`src/rtl/uart_reg_pkg.sv`:
```
// Shared constants for the 16550-style UART register set.
// Offsets 8/9 are only decoded when UART_FIFO_LEVEL_EN is defined.
package uart_reg_pkg;

  localparam logic [7:0] OFS_RBR   = 8'h00;
  localparam logic [7:0] OFS_IER   = 8'h01;
  localparam logic [7:0] OFS_IIR   = 8'h02;
  localparam logic [7:0] OFS_LCR   = 8'h03;
  localparam logic [7:0] OFS_MCR   = 8'h04;
  localparam logic [7:0] OFS_LSR   = 8'h05;
  localparam logic [7:0] OFS_MSR   = 8'h06;
  localparam logic [7:0] OFS_SCR   = 8'h07;
  localparam logic [7:0] OFS_RXLVL = 8'h08;
  localparam logic [7:0] OFS_TXLVL = 8'h09;

  localparam logic [3:0] IID_RLS  = 4'b0110;
  localparam logic [3:0] IID_RDA  = 4'b0100;
  localparam logic [3:0] IID_TO   = 4'b1100;
  localparam logic [3:0] IID_THRE = 4'b0010;
  localparam logic [3:0] IID_NONE = 4'b0001;

  typedef enum logic [1:0] {
    TRIG_ONE  = 2'b00,
    TRIG_QTR  = 2'b01,
    TRIG_HALF = 2'b10,
    TRIG_FULL = 2'b11
  } trig_e;

  localparam int LSR_DR   = 0;
  localparam int LSR_OE   = 1;
  localparam int LSR_PE   = 2;
  localparam int LSR_FE   = 3;
  localparam int LSR_THRE = 5;
  localparam int LSR_TEMT = 6;
  localparam int LSR_ERR  = 7;

  function automatic int unsigned trig_level(
    input trig_e       t,
    input int unsigned depth
  );
    unique case (t)
      TRIG_ONE:  return 1;
      TRIG_QTR:  return depth / 4;
      TRIG_HALF: return depth / 2;
      default:   return depth - 2;
    endcase
  endfunction

endpackage

```
`src/rtl/sync_fwft_fifo.sv`:
```
// Synchronous first-word fall-through FIFO with occupancy count.
// Head reads as zero while empty.
module sync_fwft_fifo #(
  parameter int unsigned DW = 8,
  parameter int unsigned AW = 4
) (
  input  logic          clk_i,
  input  logic          rst_i,
  input  logic          wr_en_i,
  input  logic [DW-1:0] wr_data_i,
  input  logic          rd_en_i,
  output logic [DW-1:0] rd_data_o,
  output logic          full_o,
  output logic          empty_o,
  output logic [AW:0]   cnt_o
);

  localparam int unsigned DEPTH = 1 << AW;

  logic [DW-1:0] mem [DEPTH];
  logic [AW-1:0] wp;
  logic [AW-1:0] rp;
  logic          push;
  logic          pop;

  assign full_o  = cnt_o[AW];
  assign empty_o = (cnt_o == '0);
  assign push    = wr_en_i && !full_o;
  assign pop     = rd_en_i && !empty_o;

  assign rd_data_o = empty_o ? '0 : mem[rp];

  always_ff @(posedge clk_i) begin
    if (rst_i) begin
      wp    <= '0;
      rp    <= '0;
      cnt_o <= '0;
    end else begin
      if (push) wp <= wp + 1'b1;
      if (pop)  rp <= rp + 1'b1;
      if (push && !pop)
        cnt_o <= cnt_o + 1'b1;
      else if (pop && !push)
        cnt_o <= cnt_o - 1'b1;
    end
  end

  always_ff @(posedge clk_i) begin
    if (push) mem[wp] <= wr_data_i;
  end

endmodule

```
`src/rtl/uart_irq_ctrl.sv`:
```
// Interrupt side of the UART: char timeout, THRE pending,
// 16550 priority encoding and the registered irq line.
module uart_irq_ctrl
  import uart_reg_pkg::*;
#(
  parameter int unsigned FIFO_AW       = 4,
  parameter int unsigned TIMEOUT_TICKS = 40,
  parameter int unsigned TO_CNT_W      = 8
) (
  input  logic             clk_i,
  input  logic             rst_i,
  input  logic [2:0]       ier_i,
  input  trig_e            trig_i,
  input  logic [FIFO_AW:0] rx_cnt_i,
  input  logic             rx_push_i,
  input  logic             rbr_rd_i,
  input  logic             rx_flush_i,
  input  logic             baud_tick_i,
  input  logic             ls_err_i,
  input  logic             thre_set_i,
  input  logic             thre_clr_i,
  input  logic             iir_rd_i,
  output logic [3:0]       iid_o,
  output logic             irq_o
);

  localparam int unsigned CW    = FIFO_AW + 1;
  localparam int unsigned DEPTH = 1 << FIFO_AW;

  logic [CW-1:0]       trig_cnt;
  logic [TO_CNT_W-1:0] to_cnt;
  logic [TO_CNT_W-1:0] to_nxt;
  logic                to_pend;
  logic                thre_pend;

  assign trig_cnt = CW'(trig_level(trig_i, DEPTH));
  assign to_nxt   = to_cnt + 1'b1;

  always_comb begin
    iid_o = IID_NONE;
    if (ier_i[2] && ls_err_i)
      iid_o = IID_RLS;
    else if (ier_i[0] && rx_cnt_i >= trig_cnt)
      iid_o = IID_RDA;
    else if (ier_i[0] && to_pend)
      iid_o = IID_TO;
    else if (ier_i[1] && thre_pend)
      iid_o = IID_THRE;
  end

  always_ff @(posedge clk_i) begin
    if (rst_i) begin
      to_cnt    <= '0;
      to_pend   <= 1'b0;
      thre_pend <= 1'b0;
      irq_o     <= 1'b0;
    end else begin
      if (rx_push_i || rbr_rd_i || rx_flush_i) begin
        to_cnt <= '0;
      end else if (baud_tick_i && rx_cnt_i != '0 && !to_pend) begin
        to_cnt <= to_nxt;
        if (to_nxt == TO_CNT_W'(TIMEOUT_TICKS)) to_pend <= 1'b1;
      end
      if (rbr_rd_i || rx_flush_i) to_pend <= 1'b0;
      // a clear always beats a same-cycle set
      if (thre_clr_i || (iir_rd_i && iid_o == IID_THRE))
        thre_pend <= 1'b0;
      else if (thre_set_i)
        thre_pend <= 1'b1;
      irq_o <= (iid_o != IID_NONE);
    end
  end

endmodule

```
`src/rtl/uart_irq_register_set.sv`:
```
// 16550-compatible register set with FIFOs and interrupts.
// Define UART_FIFO_LEVEL_EN to expose RX/TX levels at offsets 8/9.
module uart_irq_register_set
  import uart_reg_pkg::*;
#(
  parameter int unsigned FIFO_AW       = 4,
  parameter int unsigned TIMEOUT_TICKS = 40,
  parameter int unsigned TO_CNT_W      = 8
) (
  input  logic        clk_i,
  input  logic        rst_i,
  input  logic [7:0]  reg_addr_i,
  input  logic [7:0]  reg_data_i,
  output logic [7:0]  reg_data_o,
  input  logic        reg_wr_en_i,
  input  logic        reg_rd_en_i,
  output logic        reg_wr_done_o,
  output logic        reg_rd_done_o,
  input  logic        rx_fifo_wr_en_i,
  input  logic [9:0]  rx_fifo_wr_data_i,
  input  logic        tx_fifo_rd_en_i,
  output logic [7:0]  tx_fifo_rd_data_o,
  output logic        tx_fifo_rd_empty_o,
  input  logic        tsr_empty_i,
  input  logic        rsr_full_i,
  input  logic        baud_tick_i,
  output logic [1:0]  word_len_o,
  output logic        stp_bits_o,
  output logic        parity_en_o,
  output logic        even_parity_sel_o,
  output logic [15:0] baud_div_o,
  output logic        irq_o
);

  localparam int unsigned CW = FIFO_AW + 1;

  logic [7:0]    lcr, mcr, scr, dll, dlm;
  logic [3:0]    ier;
  trig_e         trig;
  logic          rx_flush_q, tx_flush_q, oe_q;
  logic [CW-1:0] err_cnt;
  logic [CW-1:0] rx_cnt, tx_cnt;
  logic [9:0]    rx_head;
  logic          rx_full, rx_empty, tx_full;
  logic [7:0]    lsr, rd_mux;
  logic [3:0]    iid;
  logic          dlab;
  logic          thr_wr, dll_wr, ier_wr, dlm_wr;
  logic          fcr_wr, lcr_wr, mcr_wr, scr_wr;
  logic          rbr_rd, iir_rd, lsr_rd;
  logic          rx_push, rx_pop, tx_push, tx_pop;
  logic          thre_set;

  assign dlab   = lcr[7];
  assign thr_wr = reg_wr_en_i && reg_addr_i == OFS_RBR && !dlab;
  assign dll_wr = reg_wr_en_i && reg_addr_i == OFS_RBR && dlab;
  assign ier_wr = reg_wr_en_i && reg_addr_i == OFS_IER && !dlab;
  assign dlm_wr = reg_wr_en_i && reg_addr_i == OFS_IER && dlab;
  assign fcr_wr = reg_wr_en_i && reg_addr_i == OFS_IIR;
  assign lcr_wr = reg_wr_en_i && reg_addr_i == OFS_LCR;
  assign mcr_wr = reg_wr_en_i && reg_addr_i == OFS_MCR;
  assign scr_wr = reg_wr_en_i && reg_addr_i == OFS_SCR;
  assign rbr_rd = reg_rd_en_i && reg_addr_i == OFS_RBR && !dlab;
  assign iir_rd = reg_rd_en_i && reg_addr_i == OFS_IIR;
  assign lsr_rd = reg_rd_en_i && reg_addr_i == OFS_LSR;

  assign word_len_o        = lcr[1:0];
  assign stp_bits_o        = lcr[2];
  assign parity_en_o       = lcr[3];
  assign even_parity_sel_o = lcr[4];
  assign baud_div_o        = {dlm, dll};

  sync_fwft_fifo #(.DW(10), .AW(FIFO_AW)) u_rx_fifo (
    .clk_i     (clk_i),
    .rst_i     (rst_i || rx_flush_q),
    .wr_en_i   (rx_fifo_wr_en_i),
    .wr_data_i (rx_fifo_wr_data_i),
    .rd_en_i   (rbr_rd),
    .rd_data_o (rx_head),
    .full_o    (rx_full),
    .empty_o   (rx_empty),
    .cnt_o     (rx_cnt)
  );

  sync_fwft_fifo #(.DW(8), .AW(FIFO_AW)) u_tx_fifo (
    .clk_i     (clk_i),
    .rst_i     (rst_i || tx_flush_q),
    .wr_en_i   (thr_wr),
    .wr_data_i (reg_data_i),
    .rd_en_i   (tx_fifo_rd_en_i),
    .rd_data_o (tx_fifo_rd_data_o),
    .full_o    (tx_full),
    .empty_o   (tx_fifo_rd_empty_o),
    .cnt_o     (tx_cnt)
  );

  assign rx_push = rx_fifo_wr_en_i && !rx_full;
  assign rx_pop  = rbr_rd && !rx_empty;
  assign tx_push = thr_wr && !tx_full;
  assign tx_pop  = tx_fifo_rd_en_i && !tx_fifo_rd_empty_o;

  // TX goes empty on a last-entry pop, a flush, or THRE enabled while idle
  assign thre_set = tx_flush_q
                 || (tx_pop && !tx_push && tx_cnt == CW'(1))
                 || (ier_wr && reg_data_i[1] && !ier[1] && tx_fifo_rd_empty_o);

  always_comb begin
    lsr           = '0;
    lsr[LSR_DR]   = !rx_empty;
    lsr[LSR_OE]   = oe_q;
    lsr[LSR_PE]   = rx_head[8];
    lsr[LSR_FE]   = rx_head[9];
    lsr[LSR_THRE] = tx_fifo_rd_empty_o;
    lsr[LSR_TEMT] = tx_fifo_rd_empty_o && tsr_empty_i;
    lsr[LSR_ERR]  = (err_cnt != '0);
  end

  always_comb begin
    rd_mux = '0;
    case (reg_addr_i)
      OFS_RBR: rd_mux = dlab ? dll : rx_head[7:0];
      OFS_IER: rd_mux = dlab ? dlm : {4'h0, ier};
      OFS_IIR: rd_mux = {4'b1100, iid};
      OFS_LCR: rd_mux = lcr;
      OFS_MCR: rd_mux = mcr;
      OFS_LSR: rd_mux = lsr;
      OFS_SCR: rd_mux = scr;
`ifdef UART_FIFO_LEVEL_EN
      OFS_RXLVL: rd_mux = 8'(rx_cnt);
      OFS_TXLVL: rd_mux = 8'(tx_cnt);
`endif
      default: rd_mux = '0;
    endcase
  end

  always_ff @(posedge clk_i) begin
    if (rst_i || rx_flush_q) begin
      err_cnt <= '0;
    end else begin
      unique case ({rx_push && |rx_fifo_wr_data_i[9:8],
                    rx_pop && |rx_head[9:8]})
        2'b10:   err_cnt <= err_cnt + 1'b1;
        2'b01:   err_cnt <= err_cnt - 1'b1;
        default: err_cnt <= err_cnt;
      endcase
    end
  end

  always_ff @(posedge clk_i) begin
    if (rst_i) begin
      lcr           <= '0;
      mcr           <= '0;
      scr           <= '0;
      dll           <= '0;
      dlm           <= '0;
      ier           <= '0;
      trig          <= TRIG_ONE;
      rx_flush_q    <= 1'b0;
      tx_flush_q    <= 1'b0;
      oe_q          <= 1'b0;
      reg_data_o    <= '0;
      reg_wr_done_o <= 1'b0;
      reg_rd_done_o <= 1'b0;
    end else begin
      rx_flush_q <= fcr_wr && reg_data_i[1];
      tx_flush_q <= fcr_wr && reg_data_i[2];
      unique case (1'b1)
        ier_wr:  ier  <= reg_data_i[3:0];
        dll_wr:  dll  <= reg_data_i;
        dlm_wr:  dlm  <= reg_data_i;
        fcr_wr:  trig <= trig_e'(reg_data_i[7:6]);
        lcr_wr:  lcr  <= reg_data_i;
        mcr_wr:  mcr  <= reg_data_i;
        scr_wr:  scr  <= reg_data_i;
        default: ;
      endcase
      if (rx_full && (rx_fifo_wr_en_i || rsr_full_i))
        oe_q <= 1'b1;
      else if (lsr_rd)
        oe_q <= 1'b0;
      reg_wr_done_o <= reg_wr_en_i;
      reg_rd_done_o <= reg_rd_en_i;
      if (reg_rd_en_i) reg_data_o <= rd_mux;
    end
  end

  uart_irq_ctrl #(
    .FIFO_AW       (FIFO_AW),
    .TIMEOUT_TICKS (TIMEOUT_TICKS),
    .TO_CNT_W      (TO_CNT_W)
  ) u_irq_ctrl (
    .clk_i       (clk_i),
    .rst_i       (rst_i),
    .ier_i       (ier[2:0]),
    .trig_i      (trig),
    .rx_cnt_i    (rx_cnt),
    .rx_push_i   (rx_fifo_wr_en_i),
    .rbr_rd_i    (rbr_rd),
    .rx_flush_i  (rx_flush_q),
    .baud_tick_i (baud_tick_i),
    .ls_err_i    (lsr[LSR_OE] || lsr[LSR_PE] || lsr[LSR_FE]),
    .thre_set_i  (thre_set),
    .thre_clr_i  (thr_wr),
    .iir_rd_i    (iir_rd),
    .iid_o       (iid),
    .irq_o       (irq_o)
  );

endmodule

```
`config.mk`:
```
export PLATFORM = sky130hd
export DESIGN_NAME = uart_irq_register_set
export DESIGN_NICKNAME = d
export VERILOG_FILES = /design/src/rtl/uart_reg_pkg.sv /design/src/rtl/sync_fwft_fifo.sv /design/src/rtl/uart_irq_ctrl.sv /design/src/rtl/uart_irq_register_set.sv
export SDC_FILE = /design/constraint.sdc
export NUM_CORES = 1
export LEC_CHECK = 0
export ABC_AREA = 1
export ABC_CLOCK_PERIOD_IN_PS = 4400
export CAP_MARGIN = 5
export CORE_MARGIN = 5
export CORE_UTILIZATION = 30
export DETAILED_ROUTE_END_ITERATION = 6
export PLACE_DENSITY = 0.44
export SYNTH_ARGS = -nofsm -noshare
export SYNTH_HDL_FRONTEND = slang
export SYNTH_SLANG_ARGS = --single-unit
```
`constraint.sdc`:
```
create_clock -name clk_i -period 4.4 [get_ports clk_i]
set_clock_uncertainty 0.1 [all_clocks]
set_input_delay 0.88 -clock clk_i [delete_from_list [all_inputs] [get_ports clk_i]]
set_output_delay 0.88 -clock clk_i [all_outputs]
set_load 0.01 [all_outputs]
```
Yosys cells after proc, flatten, opt, wreduce, memory -nomap -nowiden
Memory sizes are Yosys's and may differ from the RTL's. A register that Yosys moved wholly into a read port is not among the register bits.
Index checks and enable logic that the tools add are counted.
{"block": "word_totals", "regBits": 101, "latch_bits": 0, "mem_bits_rw": 288, "mem_bits_ro": 0, "inputBits": 35, "output_inout_bits": 41, "wordCells": 155, "memories": 2}
{"block": "classes", "n_addsub": 11, "mul": 0, "div": 0, "n_lt_le_gt_ge": 1, "n_eq_ne": 14, "n_shift": 0, "muxes": 25, "bitwise": 1, "n_reduce_logical": 77}
{"name": "u_rx_fifo.mem", "words": 16, "word_bits": 10, "read_ports": 1, "rd_ports_with_merged_regs": 1, "write_ports": 1, "line_no": "sync_fwft_fifo.sv:20", "source": "logic [DW-1:0] mem [DEPTH];"}
{"name": "u_tx_fifo.mem", "words": 16, "word_bits": 8, "read_ports": 1, "rd_ports_with_merged_regs": 1, "write_ports": 1, "line_no": "sync_fwft_fifo.sv:20"}
{"cell": "$pmux W8 S7", "n": 1}
{"cell": "$logic_and A1 B1 Y1", "n": 39}
{"cell": "$mux W4", "n": 7}
{"cell": "$eq A8 B3 Y1 const B", "n": 3}
{"cell": "$mux W8", "n": 3}
{"cell": "$mux W5", "n": 4}
{"cell": "$add A4 B1 Y4 const B", "n": 4}
{"cell": "$eq A8 B2 Y1 const B", "n": 2}
{"cell": "$add A5 B1 Y5 const B", "n": 3}
{"cell": "$sub A5 B1 Y5 const B", "n": 3}
{"cell": "$pmux W4 S3", "n": 1}
{"cell": "$logic_not A1 Y1", "n": 11}
{"cell": "$logic_or A1 B1 Y1", "n": 11}
{"cell": "$logic_not A5 Y1", "n": 2}
{"cell": "$mux W10", "n": 1}
{"cell": "$pmux W5 S2", "n": 1}
{"cell": "$reduce_bool A5 Y1", "n": 2}
{"cell": "$reduce_or A2 Y1", "n": 5}
{"cell": "$add A8 B1 Y8 const B", "n": 1}
{"cell": "$eq A8 B1 Y1 const B", "n": 1}
{"cell": "$eq A8 B6 Y1 const B", "n": 1}
{"cell": "$logic_not A8 Y1", "n": 1}
{"cell": "$reduce_bool A2 Y1", "n": 4}
{"cell": "$mux W1", "n": 6}
{"cell": "other kinds (10)", "n": 12}

Depth between registers and ports, before layout
Gate-level depths: netlist of the first run.
{"block": "depth", "ltp_word": 10, "ltp_mapped": 21}

Cells and area by module
A second synthesis of the first run with hierarchy kept.
{"block": "unflattened", "hier_cells": 1820, "area_unflattened_um2": 17700.7}
{"module": "sync_fwft_fifo (u_rx_fifo)", "instances": 1, "cells_per_inst": 656, "area_per_inst_um2": 7433.4, "seq_area_each_um2": 5144.9}
{"module": "sync_fwft_fifo (u_tx_fifo)", "instances": 1, "cells_per_inst": 553, "area_per_inst_um2": 6100.9, "seq_area_each_um2": 4184.0}
{"module": "uart_irq_register_set", "instances": 1, "cells_per_inst": 491, "area_per_inst_um2": 3392.0, "seq_area_each_um2": 1281.2}
{"module": "uart_irq_ctrl", "instances": 1, "cells_per_inst": 120, "area_per_inst_um2": 774.5, "seq_area_each_um2": 220.2}

Least setup slack after synthesis of the first run
OpenSTA, ideal clock, no wires.
{"block": "synth_path", "kind": "input port to flip-flop", "start": "input port reg_addr_i[7]", "end": "register u_rx_fifo.cnt_o[4]", "setup_ps": 119, "arrival_ps": 3162, "t_required_ps": 4181, "path_slack_ps": 1018, "stages": 20, "cell_sequence": "nor2_1 nand2_1 nor2_2 inv_2 nor2_8 inv_2 nor3_1 inv_1 nor2_1 inv_1 ha_1 inv_1 ha_1 a21o_1 a21oi_1 nor2_1 nor2_1 nand2_1 o21ai_0 a21oi_1"}
{"block": "synth_between", "elab_chain_len": 7, "word_cells_on_any_way": 9}
{"element": "start: declaration", "line_no": "uart_irq_register_set.sv:12", "source": "input logic [7:0] reg_addr_i,"}
{"element": "$logic_not A8 Y1 (*)", "line_no": "uart_irq_register_set.sv:63", "source": "assign rbr_rd = reg_rd_en_i && reg_addr_i == OFS_RBR && !dlab;"}
{"element": "$logic_and A1 B1 Y1 (*) (2 in series)", "line_no": "uart_irq_register_set.sv:63"}
{"element": "$logic_and A1 B1 Y1 (*)", "line_no": "sync_fwft_fifo.sv:29", "source": "assign pop = rd_en_i && !empty_o;"}
{"element": "$logic_not A1 Y1", "line_no": "sync_fwft_fifo.sv:41", "source": "if (push && !pop)"}
{"element": "$logic_and A1 B1 Y1", "line_no": "sync_fwft_fifo.sv:41"}
{"element": "$mux W5 or $reduce_bool A2 Y1 (tied branches)"}
{"element": "end signal: assignment", "line_no": "sync_fwft_fifo.sv:42", "source": "cnt_o <= cnt_o + 1'b1;"}
{"element": "end signal: assignment", "line_no": "sync_fwft_fifo.sv:44", "source": "cnt_o <= cnt_o - 1'b1;"}
{"element": "end: declaration", "line_no": "sync_fwft_fifo.sv:15", "source": "output logic [AW:0] cnt_o"}
Mark *: on every way between the ends. The rest lies on a longest branch, timed or not.
A chain may end at the register's enable or synchronous reset.

==> results of run 1 <==
[metal layers]
layer,global-route usage,wire length (um),up-vias
li1,-,-,5856
met1,0.223,22900,5805
met2,0.256,22800,295
met3,0.0338,2570,61
met4,0.0331,871,0
met5,0,0,-
[cells by family after synthesis]
| group | count (synthesis) |
|---|---|
| DFF | 397 |
| AOI/OAI and AO/OA | 383 |
| muxes | 1 |
| buffers and inverters | 209 |
| xor gates and xnor gates | 14 |
| adders and majority gates | 31 |
| and+or+nand+nor | 573 |
[through the flow]
stage | cell area (um2) | power [uW]
4_1_cts | 20200 | 9540
6_report | 20200 | 9410
2_1_floorplan | 16900 | 5040
3_5_place_dp | 18700 | 5710
5_1_grt | 20200 | 9860
3_3_place_gp | 18700 | 5700
[worst max-delay path: cells and delay by family, from the launching register on]
family	cells	cell delay (ns)
flip-flops	1	0.35
AND/OR/NAND/NOR	2	0.15
buffers and inverters	2	0.94
AO/OA/AOI/OAI	4	0.89
[power by group through the flow]
stage               logic (uW)  registers (uW)  clock network, uW
finish                    1430            4180               3800
global route              1590            4190               4080
global placement          1440            4260                  0
floorplan                  820            4220                  0
CTS                       1460            4180               3910
detailed placement        1450            4260                  0
[worst max path at each step]
stage / start / endpoint / slack, ns
6_report: register / tx_fifo_rd_data_o[5] / 0.49
3_3_place_gp: reg_addr_i[0] / u_rx_fifo.cnt_o[4] / 0.37
4_1_cts: register / tx_fifo_rd_data_o[5] / 0.14
5_1_grt: register / tx_fifo_rd_data_o[5] / 0.22
2_1_floorplan: reg_addr_i[7] / u_rx_fifo.cnt_o[4] / 1.02
3_5_place_dp: reg_addr_i[0] / err_cnt[4] / 0.27
[Yosys cell counts, types with 2 or more instances]
cell type,instances
nor2_1,263
a21boi_1,2
buf_2,17
buf_6,7
nor3_4,3
o21ai_0,174
or2_2,2
a221oi_1,2
xor2_1,7
o2111ai_1,2
edfxtp_1,288
nand3_1,76
a211oi_2,2
clkbuf_1,39
o21ai_1,16
inv_1,127
dfxtp_1,109
nand3_2,2
nand2_1,200
buf_4,8
o221ai_1,29
o22ai_1,5
o31ai_1,2
inv_2,6
a21oi_1,97
clkinv_1,3
o211ai_1,28
ha_1,29
xnor2_1,7
fa_1,2
a21oi_2,2
a211oi_1,17
nor3_1,10
nor4_1,5
nand2_2,3
nand4_1,4
[final cells by class]
cell class	instances	area, um2
Inverter	137	519
Sequential cell	397	10800
Clock inverter	28	283
Multi-Input combinational cell	1002	5140
Timing Repair Buffer	139	1240
Fill cell	5550	35200
Clock buffer	57	1240
Tap cell	748	936
==> results_tabular.tex, run 1 <==
\begin{tabular}{lr}
\hline
Metric & Value \\
\hline
\multicolumn{2}{l}{\textbf{Critical path}} \\
Type of the worst setup path & register to output port \\
Endpoint type of the worst setup path & output port \\
CP max FO & 44 \\
Capturing point of the worst reg2reg path & err\_cnt[4] \\
Required time of the critical path & 3.42 ns \\
Crit path largest cell delay & 0.55 ns \\
Cell chain of the critical path & buf\_4, o21ai\_0, o22ai\_1, nor2\_1, nor2\_1, o21ai\_0, a21oi\_1, clkdlybuf4s50\_1 \\
Crit start category & register \\
Setup slack of the most critical reg-to-reg path & 0.91 ns \\
FF-to-FF path depth & 19 \\
Data arrival time of the critical path & 2.93 ns \\
Cell at the slowest stage of the critical path & clkdlybuf4s50\_1 \\
\multicolumn{2}{l}{\textbf{Placed design}} \\
Port-buffer cells & 75 \\
Total placed cells including tap cells & 2423 \\
Worst setup slack after placement & 0.273 ns \\
Last weighted congestion value of the routability-driven placer & 0.814 \\
Post-DP HPWL & 32700 um \\
\multicolumn{2}{l}{\textbf{Finish}} \\
Top reg by flops & u\_rx\_fifo.mem \\
Fraction of final layout cells sized beyond drive strength 1 & 0.0938 \\
Max reg flops & 160 \\
Most common library cell in the layout ignoring fill and taps & edfxtp\_1 \\
Final Instance Count excl. Fillers & 2508 \\
Largest registers ranked by flip-flop count & u\_rx\_fifo.mem x160, u\_tx\_fifo.mem x128 \\
Layout area overhead & 19.8\% \\
Commonest cells after routing, fill and taps aside & edfxtp\_1, nor2\_1, nand2\_1 \\
Post-Route Utilization & 0.364 \\
N\_diodes & 0 \\
Nets & 1789 \\
\multicolumn{2}{l}{\textbf{Drt}} \\
Number of antenna-violating nets in the routed design & 0 \\
First-pass iteration count of the detailed router & 5 \\
Per-cell via count in the routed design & 4.79 \\
Post-route DRC & 0 \\
Average routed wire per standard cell & 19.6 um \\
Wire length reported by the detailed router & 49100 um \\
Total vias in the final route & 12000 \\
Starting DRT DRC Count & 896 \\
\multicolumn{2}{l}{\textbf{Floorplanning}} \\
Initial cell density of the core & 0.304 \\
Die Span X & 247 um \\
Total I/O pin count & 76 \\
Core region area & 55400 um2 \\
Full die area & 61000 um2 \\
Standard-cell row count & 86 \\
Y dimension of the die & 247 um \\
\multicolumn{2}{l}{\textbf{Logic synthesis}} \\
Average footprint of a synthesized cell & 10.5 um2 \\
Area share of the leading cell type in the synthesized netlist & 0.513 \\
Post-synth EDFFs & 288 \\
Mux cell area share after synthesis & 0.000594 \\
Count of cell types in the netlist & 49 \\
Mapped Cells & 1608 \\
Synthesis-stage register bit count & 397 \\
Post-synthesis share of cell area spent on xor and xnor gates & 0.00727 \\
Fraction of the yosys area taken by sequential cells & 0.643 \\
Dominant cell type by area after synthesis & edfxtp\_1 \\
Post-Syn Area & 16900 um2 \\
Synthesized net count & 1674 \\
Dominant combinational cell family by area after synthesis & simple AND/OR/NAND/NOR gates \\
Flip-flop cell with the highest count after synthesis & edfxtp\_1 \\
Yosys warning total & 0 \\
Synth Area in Compound Gates & 0.131 \\
Fraction of the mapped netlist area in simple logic gates & 0.142 \\
Adder-cell share of the synthesized area & 0.0239 \\
Leading post-synthesis cells by cell area & edfxtp\_1, dfxtp\_1, nor2\_1 \\
Ys async rst share & 0 \\
\multicolumn{2}{l}{\textbf{Power and ir drop}} \\
Share of power burned in the clock network & 0.404 \\
PD cells & 466 nW/um2 \\
Leakage dissipation & 0.00718 uW \\
Worst-case vdd ir drop & 0.292 mV \\
Combinational group share of total power & 0.152 \\
Switch Pwr & 2590 uW \\
Pint & 6810 uW \\
Share of total power in sequential cells & 0.444 \\
Sw Share & 0.276 \\
\multicolumn{2}{l}{\textbf{CTS}} \\
Maximum level of the CTS H-tree & 2 \\
CTS tree & yes \\
Cell at the root of the clock tree & clkbuf\_16 \\
Clock sinks & 397 \\
Clock transition at the registers of the reported paths & 0.06 ns \\
Number of buffers on the longest clock path & 3 \\
\# hold bufs at CTS & 0 \\
Resized Gates After CTS & 0 \\
Cts bufs inserted & 46 \\
Number of buffers inserted by post-CTS setup repair & 0 \\
Clock Latency Late Sink & 0.60 ns \\
\multicolumn{2}{l}{\textbf{Timing}} \\
Pins over their slew limit & 0 \\
Final hold violation count & 0 \\
Final worst-path cycle share & 0.888 \\
Crit path time final & 3.91 ns \\
Final setup margin & 0.493 ns \\
Sum of negative setup slack & 0 ns \\
Post-route worst hold slack & 0.359 ns \\
Setup repair after global routing missed its margin & no \\
Transition time at the pin with the least slew margin & 0.977 ns \\
Normalized max-slew margin & 0.346 \\
Final setup viols & 0 \\
Highest clock frequency the design can meet & 256 MHz \\
\multicolumn{2}{l}{\textbf{Worst hold path}} \\
Hold/Removal Path Class & register to register \\
Worst Hold Endpoint & err\_cnt[4] \\
Min-Delay Path Depth & 1 \\
Start point of the worst min-delay path & err\_cnt[4] \\
\multicolumn{2}{l}{\textbf{GRT}} \\
Antenna violations before repair & 0 \\
Global-route wire length before repair & 74200 um \\
Aggregate global-route resource usage & 0.159 \\
Overall overflow remaining after global route & 0 \\
Pin count of the biggest net entering global routing & 50 \\
Via count of the first global-routing pass & 11700 \\
\multicolumn{2}{l}{\textbf{Job}} \\
Max-capacitance violation count & 0 \\
\multicolumn{2}{l}{\textbf{Run status}} \\
Result of the run & finished, final reports clean \\
\hline
\end{tabular}
Power figures use the tool's default switching activity.
==> inputs of run 2 (changes only) <==
--- a/config.mk
+++ b/config.mk
@@ -11,6 +11,7 @@
 export CORE_MARGIN = 5
 export CORE_UTILIZATION = 30
 export DETAILED_ROUTE_END_ITERATION = 6
+export MAX_ROUTING_LAYER = met4
 export PLACE_DENSITY = 0.44
 export SYNTH_ARGS = -nofsm -noshare
 export SYNTH_HDL_FRONTEND = slang
==> run 2 against run 1 <==
Compared with the run above:
- design area stayed put
- maximum frequency hardly changed
- sequential cell count stayed put
- die area stayed put
- final cell count stayed put
- critical path type unchanged
- critical endpoint unchanged
- largest power group unchanged
==> results_tabular.tex, run 2 (synthesis gave the netlist of run 1 again) <==
\begin{tabular}{lr}
\hline
Metric & Value \\
\hline
\multicolumn{2}{l}{\textbf{Floorplanning}} \\
Total I/O pin count & 76 \\
Full die area & 61000 um2 \\
Y dimension of the die & 247 um \\
Initial cell density of the core & 0.304 \\
Die Span X & 247 um \\
Standard-cell row count & 86 \\
Core region area & 55400 um2 \\
\multicolumn{2}{l}{\textbf{Placed design}} \\
Post-DP HPWL & 32700 um \\
Last weighted congestion value of the routability-driven placer & 0.826 \\
Area after detailed placement & 18700 um2 \\
Port-buffer cells & 75 \\
\multicolumn{2}{l}{\textbf{Critical path}} \\
Data arrival time of the critical path & 2.93 ns \\
Required time of the critical path & 3.42 ns \\
Cell at the slowest stage of the critical path & clkdlybuf4s50\_1 \\
Setup slack of the most critical reg-to-reg path & 0.90 ns \\
Type of the worst setup path & register to output port \\
Endpoint type of the worst setup path & output port \\
Crit start category & register \\
Cell chain of the critical path & buf\_4, o21ai\_0, o22ai\_1, nor2\_1, nor2\_1, o21ai\_0, a21oi\_1, clkdlybuf4s50\_1 \\
Crit path largest cell delay & 0.55 ns \\
CP max FO & 44 \\
\multicolumn{2}{l}{\textbf{Timing}} \\
Highest clock frequency the design can meet & 256 MHz \\
Setup repair after global routing missed its margin & no \\
Final worst-path cycle share & 0.888 \\
Crit path time final & 3.91 ns \\
Sum of negative setup slack & 0 ns \\
Transition time at the pin with the least slew margin & 0.991 ns \\
Final setup viols & 0 \\
Normalized max-slew margin & 0.337 \\
Pins over their slew limit & 0 \\
Final hold violation count & 0 \\
\multicolumn{2}{l}{\textbf{Finish}} \\
Most common library cell in the layout ignoring fill and taps & edfxtp\_1 \\
Largest registers ranked by flip-flop count & u\_rx\_fifo.mem x160, u\_tx\_fifo.mem x128 \\
Top reg by flops & u\_rx\_fifo.mem \\
N\_diodes & 0 \\
Commonest cells after routing, fill and taps aside & edfxtp\_1, nor2\_1, nand2\_1 \\
Max reg flops & 160 \\
Post-Route Utilization & 0.364 \\
Fraction of final layout cells sized beyond drive strength 1 & 0.0938 \\
Post-route cell area & 20200 um2 \\
Layout area overhead & 19.8\% \\
Nets & 1789 \\
\multicolumn{2}{l}{\textbf{CTS}} \\
Clock Latency Late Sink & 0.60 ns \\
Number of buffers on the longest clock path & 3 \\
Cell at the root of the clock tree & clkbuf\_16 \\
Number of buffers inserted by post-CTS setup repair & 0 \\
\# hold bufs at CTS & 0 \\
Cts bufs inserted & 46 \\
Clock sinks & 397 \\
Maximum level of the CTS H-tree & 2 \\
Clock transition at the registers of the reported paths & 0.06 ns \\
CTS tree & yes \\
\multicolumn{2}{l}{\textbf{Power and ir drop}} \\
Leakage dissipation & 0.00718 uW \\
PD cells & 466 nW/um2 \\
Share of power burned in the clock network & 0.404 \\
Switch Pwr & 2590 uW \\
Sw Share & 0.275 \\
Pint & 6810 uW \\
Worst-case vdd ir drop & 0.292 mV \\
Combinational group share of total power & 0.152 \\
Share of total power in sequential cells & 0.444 \\
\multicolumn{2}{l}{\textbf{GRT}} \\
Via count of the first global-routing pass & 11700 \\
M2 GR Usage & 0.256 \\
Global routing usage on met1 & 0.224 \\
Overall overflow remaining after global route & 0 \\
Fraction of met3 tracks used by global routing & 0.0326 \\
Layer carrying the most global-route usage & met2 \\
Antenna violations before repair & 0 \\
Aggregate global-route resource usage & 0.164 \\
Global-route wire length before repair & 74200 um \\
Pin count of the biggest net entering global routing & 50 \\
\multicolumn{2}{l}{\textbf{Drt}} \\
Average routed wire per standard cell & 19.6 um \\
Post-route DRC & 0 \\
Number of antenna-violating nets in the routed design & 0 \\
First-pass iteration count of the detailed router & 5 \\
Total vias in the final route & 12000 \\
Wire length reported by the detailed router & 49200 um \\
Per-cell via count in the routed design & 4.80 \\
Starting DRT DRC Count & 879 \\
\multicolumn{2}{l}{\textbf{Worst hold path}} \\
Hold/Removal Path Class & register to register \\
\multicolumn{2}{l}{\textbf{Run status}} \\
Result of the run & finished, final reports clean \\
\multicolumn{2}{l}{\textbf{Job}} \\
Max-capacitance violation count & 0 \\
\hline
\end{tabular}
## run 2: path summary, 6_finish.rpt
kind / start / cells past startpoint / endpoint
setup / recovery: register / 8 / tx_fifo_rd_data_o[5]
hold / removal: err_cnt[4] / 1 / err_cnt[4]
setup reg to reg: register / 19 / err_cnt[4]
hold reg to reg: err_cnt[4] / 1 / err_cnt[4]
## run 2: final cells by class
type | instances | area [um2]
Timing Repair Buffer | 139 | 1240
Sequential cell | 397 | 10800
Clock inverter | 28 | 283
Tap cell | 748 | 936
Inverter | 137 | 519
Clock buffer | 57 | 1240
Multi-Input combinational cell | 1002 | 5140
Fill cell | 5550 | 35200
## run 2: per-layer routing
metal,routed length (um),vias up
met5,0,-
met4,889,0
met3,2620,68
met2,22700,301
met1,22900,5817
li1,-,5855
## run 2: critical path, delay by kind of cell (launching register included)
family / cells / cell delay (ns)
compound gates: 4 / 0.90
buf+inv: 2 / 0.94
simple gates: 2 / 0.15
flops: 1 / 0.35
## run 2: power groups by stage
stage | clock [uW] | sequential, uW | combinational, uW
after detailed placement | 0 | 4260 | 1450
after global routing | 4080 | 4190 | 1590
after floorplan | 0 | 4220 | 820
final | 3800 | 4180 | 1430
after global placement | 0 | 4260 | 1440
after CTS | 3910 | 4180 | 1460
## run 2: repair_timing
item | 4_1_cts | 5_1_grt
setup endpoints to repair | 0 | 2
gates resized for setup | 0 | 1
hold endpoints to repair | 0 | 0
## run 2: stage by stage
stage               setup slack [ns]  hold slack [ns]  total power (uW)  cells
global route                   0.225            0.381              9860   2508
CTS                            0.141            0.358              9540   2508
detailed placement             0.273            0.345              5710   2423
finish                         0.491            0.359              9400   2508
floorplan                       1.02            0.323              5040   1608
global placement               0.365            0.350              5700   2423
